--- src/rtl/wb_port_arbiter_if.sv ---
// Writeback port bundle: pipeline writeback, memory load responses, register-file write port.
// No logic; master drives the sources and observes results, slave is the arbiter.
// Backpressure is carried by pipe_ready and mem_ready.
interface wb_port_arbiter_if #(
    parameter int WIDTH    = 32,
    parameter int REG_ADDR = 5,
    parameter int DEPTH    = 2
);
    localparam int CW = $clog2(DEPTH) + 1;

    logic                pipe_valid;
    logic [REG_ADDR-1:0] pipe_rd;
    logic [WIDTH-1:0]    pipe_data;
    logic                pipe_ready;

    logic                mem_valid;
    logic [REG_ADDR-1:0] mem_rd;
    logic [WIDTH-1:0]    mem_data;
    logic                mem_ready;

    logic                rf_we;
    logic [REG_ADDR-1:0] rf_waddr;
    logic [WIDTH-1:0]    rf_wdata;
    logic [CW-1:0]       buf_count;

    modport master (
        output pipe_valid, pipe_rd, pipe_data,
        output mem_valid, mem_rd, mem_data,
        input  pipe_ready, mem_ready,
        input  rf_we, rf_waddr, rf_wdata, buf_count
    );

    modport slave (
        input  pipe_valid, pipe_rd, pipe_data,
        input  mem_valid, mem_rd, mem_data,
        output pipe_ready, mem_ready,
        output rf_we, rf_waddr, rf_wdata, buf_count
    );
endinterface

--- src/rtl/wb_port_arbiter.sv ---
// Merges pipeline writebacks and buffered load responses onto one register-file write port.
// Latency: pipeline accept -> write next cycle; load enqueue -> earliest write two cycles later.
// Backpressure: pipe_ready drops when a load is granted; mem_ready drops when the buffer is full.

module wb_port_fifo #(
    parameter int WIDTH = 8,
    parameter int DEPTH = 2
) (
    input  logic                     clk,
    input  logic                     reset,
    input  logic                     push,
    input  logic [WIDTH-1:0]         push_dat,
    input  logic                     pop,
    output logic [WIDTH-1:0]         pop_dat,
    output logic [$clog2(DEPTH):0]   count
);
    localparam int PW = $clog2(DEPTH);
    localparam int CW = PW + 1;

    logic [WIDTH-1:0] store [DEPTH];
    logic [PW-1:0]    wr_ptr;
    logic [PW-1:0]    rd_ptr;

    // Storage needs no reset; count and pointers define what is live.
    always_ff @(posedge clk) begin
        if (push) begin
            store[wr_ptr] <= push_dat;
        end
    end

    always_ff @(posedge clk) begin
        if (reset) begin
            wr_ptr <= '0;
            rd_ptr <= '0;
            count  <= '0;
        end else begin
            if (push) begin
                wr_ptr <= wr_ptr + PW'(1);
            end
            if (pop) begin
                rd_ptr <= rd_ptr + PW'(1);
            end
            case ({push, pop})
                2'b10:   count <= count + CW'(1);
                2'b01:   count <= count - CW'(1);
                default: count <= count;
            endcase
        end
    end

    assign pop_dat = store[rd_ptr];
endmodule

module wb_port_arbiter #(
    parameter int WIDTH    = 32,
    parameter int REG_ADDR = 5,
    parameter int DEPTH    = 2,
    parameter int MAX_WAIT = 3
) (
    input logic               clk,
    input logic               reset,
    wb_port_arbiter_if.slave  bus
);
    typedef struct packed {
        logic [REG_ADDR-1:0] rd;
        logic [WIDTH-1:0]    data;
    } wb_req_t;

    localparam int               CW       = $clog2(DEPTH) + 1;
    localparam int               AGE_W    = $clog2(MAX_WAIT + 1);
    localparam logic [AGE_W-1:0] AGE_MAX  = AGE_W'(MAX_WAIT);
    localparam logic [CW-1:0]    FULL_CNT = CW'(DEPTH);

    wb_req_t             mem_req;
    wb_req_t             head;
    logic [CW-1:0]       count;
    logic                head_valid;
    logic                full;
    logic                push;
    logic                buf_grant;
    logic                pipe_take;
    logic [AGE_W-1:0]    age;
    logic                rf_we_q;
    logic [REG_ADDR-1:0] rf_waddr_q;
    logic [WIDTH-1:0]    rf_wdata_q;

    assign mem_req.rd   = bus.mem_rd;
    assign mem_req.data = bus.mem_data;

    // mem_ready comes from registered count only, so the memory side never sees a pop path.
    assign full       = (count == FULL_CNT);
    assign head_valid = (count != '0);
    assign push       = bus.mem_valid && !full;
    assign buf_grant  = head_valid && (!bus.pipe_valid || full || age == AGE_MAX);
    assign pipe_take  = bus.pipe_valid && !buf_grant;

    wb_port_fifo #(
        .WIDTH ($bits(wb_req_t)),
        .DEPTH (DEPTH)
    ) u_load_buf (
        .clk      (clk),
        .reset    (reset),
        .push     (push),
        .push_dat (mem_req),
        .pop      (buf_grant),
        .pop_dat  (head),
        .count    (count)
    );

    always_ff @(posedge clk) begin
        if (reset) begin
            age <= '0;
        end else if (buf_grant || !head_valid) begin
            age <= '0;
        end else if (age != AGE_MAX) begin
            age <= age + AGE_W'(1);
        end
    end

    // x0 writes are consumed and still update address/data, but never assert the enable.
    always_ff @(posedge clk) begin
        if (reset) begin
            rf_we_q    <= 1'b0;
            rf_waddr_q <= '0;
            rf_wdata_q <= '0;
        end else if (buf_grant) begin
            rf_we_q    <= (head.rd != '0);
            rf_waddr_q <= head.rd;
            rf_wdata_q <= head.data;
        end else if (pipe_take) begin
            rf_we_q    <= (bus.pipe_rd != '0);
            rf_waddr_q <= bus.pipe_rd;
            rf_wdata_q <= bus.pipe_data;
        end else begin
            rf_we_q    <= 1'b0;
        end
    end

    assign bus.pipe_ready = !buf_grant;
    assign bus.mem_ready  = !full;
    assign bus.buf_count  = count;
    assign bus.rf_we      = rf_we_q;
    assign bus.rf_waddr   = rf_waddr_q;
    assign bus.rf_wdata   = rf_wdata_q;
endmodule

--- src/flat_wrapper.sv ---
// flat-port wrapper written by rule: the top's interface ports become plain ports
module wb_port_arbiter_flat 
#(
    parameter int WIDTH    = 32,
    parameter int REG_ADDR = 5,
    parameter int DEPTH    = 2,
    parameter int MAX_WAIT = 3
)
  (clk, reset, bus_pipe_valid, bus_pipe_rd, bus_pipe_data, bus_mem_valid, bus_mem_rd, bus_mem_data, bus_pipe_ready, bus_mem_ready, bus_rf_we, bus_rf_waddr, bus_rf_wdata, bus_buf_count);
  wb_port_arbiter_if #(.WIDTH(WIDTH), .REG_ADDR(REG_ADDR), .DEPTH(DEPTH)) bus_i ();
  input logic clk;
  input logic reset;
  input wire logic [$bits(bus_i.pipe_valid)-1:0] bus_pipe_valid;
  input wire logic [$bits(bus_i.pipe_rd)-1:0] bus_pipe_rd;
  input wire logic [$bits(bus_i.pipe_data)-1:0] bus_pipe_data;
  input wire logic [$bits(bus_i.mem_valid)-1:0] bus_mem_valid;
  input wire logic [$bits(bus_i.mem_rd)-1:0] bus_mem_rd;
  input wire logic [$bits(bus_i.mem_data)-1:0] bus_mem_data;
  output wire logic [$bits(bus_i.pipe_ready)-1:0] bus_pipe_ready;
  output wire logic [$bits(bus_i.mem_ready)-1:0] bus_mem_ready;
  output wire logic [$bits(bus_i.rf_we)-1:0] bus_rf_we;
  output wire logic [$bits(bus_i.rf_waddr)-1:0] bus_rf_waddr;
  output wire logic [$bits(bus_i.rf_wdata)-1:0] bus_rf_wdata;
  output wire logic [$bits(bus_i.buf_count)-1:0] bus_buf_count;
  assign bus_i.pipe_valid = bus_pipe_valid;
  assign bus_i.pipe_rd = bus_pipe_rd;
  assign bus_i.pipe_data = bus_pipe_data;
  assign bus_i.mem_valid = bus_mem_valid;
  assign bus_i.mem_rd = bus_mem_rd;
  assign bus_i.mem_data = bus_mem_data;
  assign bus_pipe_ready = bus_i.pipe_ready;
  assign bus_mem_ready = bus_i.mem_ready;
  assign bus_rf_we = bus_i.rf_we;
  assign bus_rf_waddr = bus_i.rf_waddr;
  assign bus_rf_wdata = bus_i.rf_wdata;
  assign bus_buf_count = bus_i.buf_count;
  wb_port_arbiter #(.WIDTH(WIDTH), .REG_ADDR(REG_ADDR), .DEPTH(DEPTH), .MAX_WAIT(MAX_WAIT)) u_core (.clk(clk), .reset(reset), .bus(bus_i));
endmodule
--- config.mk ---
export PLATFORM = sky130hd
export DESIGN_NAME = wb_port_arbiter_flat
export DESIGN_NICKNAME = d
export VERILOG_FILES = /design/src/rtl/wb_port_arbiter_if.sv /design/src/rtl/wb_port_arbiter.sv /design/src/flat_wrapper.sv
export SDC_FILE = /design/constraint.sdc
export NUM_CORES = 1
export LEC_CHECK = 0
export ABC_AREA = 1
export CAP_MARGIN = 20
export CORE_MARGIN = 3
export CORE_UTILIZATION = 40
export CTS_BUF_LIST = sky130_fd_sc_hd__clkbuf_4 sky130_fd_sc_hd__clkbuf_8 sky130_fd_sc_hd__clkbuf_16
export CTS_CLUSTER_SIZE = 14
export DETAILED_ROUTE_END_ITERATION = 16
export GPL_TIMING_DRIVEN = 0
export PLACE_DENSITY_LB_ADDON = 0.3
export SLEW_MARGIN = 10
export SYNTH_ARGS = -nofsm -noshare
export SYNTH_HDL_FRONTEND = slang
export SYNTH_HIERARCHICAL = 1
export SYNTH_SLANG_ARGS = --single-unit
--- constraint.sdc ---
create_clock -name clk -period 3.3 [get_ports clk]
set_input_delay 0.495 -clock clk [delete_from_list [all_inputs] [get_ports clk]]
set_output_delay 0.495 -clock clk [all_outputs]
set_load 0.02 [all_outputs]
==> results.cfg <==
[finish]
drive_above_1_share = 0.158
area_growth_pct = 38.7
fin_nets = 683
nFillCells = 1106
layoutNonFillerInstCount = 787
register_area_um2 = 3120
multiInputGateArea_um2 = 1800
layout_commonest_cell = clkdlybuf4s50_1
fin_area_um2 = 7230
post-route-util = 0.570
layout_common_cells = clkdlybuf4s50_1 (119), nor2_1 (84), edfxtp_1 (74)
num_antenna_cells = 0

[route]
drc_errors = 0
vias = 3838
drt_iter0_drc = 194
viasPerCell = 4.88
drt_pass1_iterations = 5
postRouteAntennaNets = 0
wl_per_cell_um = 16.6
drt-total-wl_um = 13000

[synth]
synth_area_per_cell_um2 = 11.3
ys_warn_count = 6
yosys.area.top_type_share = 0.426
syn_area_um2 = 5210
ys_seq_area_frac = 0.599
syn_inst = 463
yosysTopAreaCell = edfxtp_1
synth_seq_cells = 119
synth_cell_types = 27
syn-num-nets = 543
synth.area.top_cells = edfxtp_1 (43%), dfxtp_1 (17%), mux2_4 (8.6%), nor2_1 (6.1%), nand3_1 (3.8%)

[power]
power.net_switching_w = 0.00215
combPwrFrac = 0.415
power_frac_clock = 0.265
max-vdd-ir-drop_v = 0.000432
netSwitchingFraction = 0.338
seqPwrFrac = 0.320
intPower_w = 0.00421
p_per_area_nw_per_um2 = 879
p_leak_nw = 2.85

[cts]
cts_tree = done
cts_setup_buffers = 0
post_cts_resized = 0
clockBufferDepth = 2
insertion_delay_ns = 0.41
cts_root_buf = clkbuf_16
cts_buffers = 17
h-tree-depth = 4
clock-sinks = 119
ctsHoldBuffers = 0
path_clk_slew_ns = 0.05

[sta]
hold_violations = 0
fin_tns_setup_ns = 0
fin_worst_skew_ns = 0.00670
slew_headroom = 0.606
fin_crit_sh = 0.815
drv_slew = 0
max_slew.worst_pin.slew_ns = 0.590
period_minus_slack_ns = 2.69
finalSetupViolations = 0
timing.hold.ws_ns = 0.429
fmax_mhz = 372
rsz0062_at_grt = no

[setup_path]
cp_data_arrival_time_ns = 2.19
criticalPathCategory = input port to primary output
path_max_fanout = 10
required_ns = 2.80
crit_path_end_kind = primary output
startpoint_type = input port

[placed_design]
place_inst = 756
gp_congestion = 0.785
port_buffers = 119
dpl.hpwl_um = 9350
placedInstanceArea_um2 = 6680

[grt]
grt_pass1_vias = 4076
gr-usage-all-layers = 0.188
grt_antenna_before_repair = 0
grt_pass1_wl_um = 20700
grt_max_degree = 22
overflow = 0

[floorplanning]
initial_core_util = 0.411
dieArea_um2 = 14400
pin_count = 120
design.core.area_um2 = 12700
rows = 41
die_w_um = 120
die_h_um = 120

[run]
cap_violations = 0

[min_path]
min_path_type = flop to flop

[outcome]
status = completed
[cells by family after synthesis]
| logic type | after synthesis | share of synthesized area |
|---|---|---|
| AOI/OAI and AO/OA | 79 | 0.0941 |
| buffers and inverters | 46 | 0.0569 |
| and+or+nand+nor | 179 | 0.142 |
| muxes | 37 | 0.102 |
| xor gates and xnor gates | 1 | 0.00168 |
| adders and majority gates | 2 | 0.00480 |
| DFF | 119 | 0.599 |
[per-layer routing]
metal	track usage	vias up	part of all wire
met2	0.330	86	0.52
li1	-	1894	-
met1	0.223	1844	0.42
met3	0.0471	14	0.047
met5	0	-	0
met4	0.0694	0	0.013
[critical path, stage by stage]
cell and delay, ns:
clkdlybuf4s50_1 0.55, nand3_2 0.17, buf_4 0.22, nand2_1 0.13
clkdlybuf4s50_1 0.63
[layout make-up]
cell class | count | share of cell area
buffer | 31 | 0.0332
inverter | 15 | 0.00779
clock buffer | 25 | 0.0680
tap | 172 | 0.0298
timing repair buffer | 121 | 0.172
multi-input combinational | 298 | 0.249
clock inverter | 6 | 0.00762
sequential | 119 | 0.432
[sequential cells by signal, summed over array words and instances (netlist names), named ones only]
name	count
u_core/u_load_buf/count	2
u_core/bus.rf_we	1
u_core/u_load_buf/wr_ptr	1
u_core/bus.rf_waddr	5
u_core/u_load_buf/store	74
u_core/u_load_buf/rd_ptr	1
u_core/bus.rf_wdata	32
u_core/age	2
[worst paths after layout]
kind | endpoint | slack [ns] | from | depth (start not counted)
hold / removal | u_core/age[0] | 0.43 | u_core/age[0] | 1
setup / recovery | bus_pipe_ready | 0.61 | bus_pipe_valid | 5
hold reg to reg | u_core/age[0] | 0.43 | u_core/age[0] | 1
setup reg to reg | u_core/u_load_buf/store[0][19] | 1.16 | u_core/u_load_buf/count[0] | 5
[stage by stage]
stage	power, W	setup slack (ns)
floorplan	0.00378	0.342
finish	0.00635	0.611
global placement	0.00461	-1.11
global route	0.00674	0.534
CTS	0.00642	0.582
detailed placement	0.00472	0.590
[Yosys cell counts]
cell and number:
a21oi_1 3, nand2_1 48, buf_6 6, xnor2_1 1
a211oi_1 1, ha_1 2, mux2_4 30, inv_1 13
inv_2 2, o21bai_1 1, nand2_2 1, clkbuf_1 10
nand3b_1 1, nor2_1 85, o21ai_0 38, edfxtp_1 74
nand3_1 40, nand4_1 1, buf_4 6, buf_2 6
buf_12 3, a21boi_0 22, dfxtp_1 45, a21boi_1 14
nand3_2 1, mux2_2 7, nor3_1 2
[power by group through the flow]
stage | clock network (W) | logic [W] | registers, W
2_1_floorplan | 0 | 0.00153 | 0.00225
3_3_place_gp | 0 | 0.00255 | 0.00206
3_5_place_dp | 0 | 0.00266 | 0.00206
4_1_cts | 0.00172 | 0.00267 | 0.00204
5_1_grt | 0.00178 | 0.00289 | 0.00207
6_report | 0.00168 | 0.00264 | 0.00204
Power figures use the tool's default switching activity.
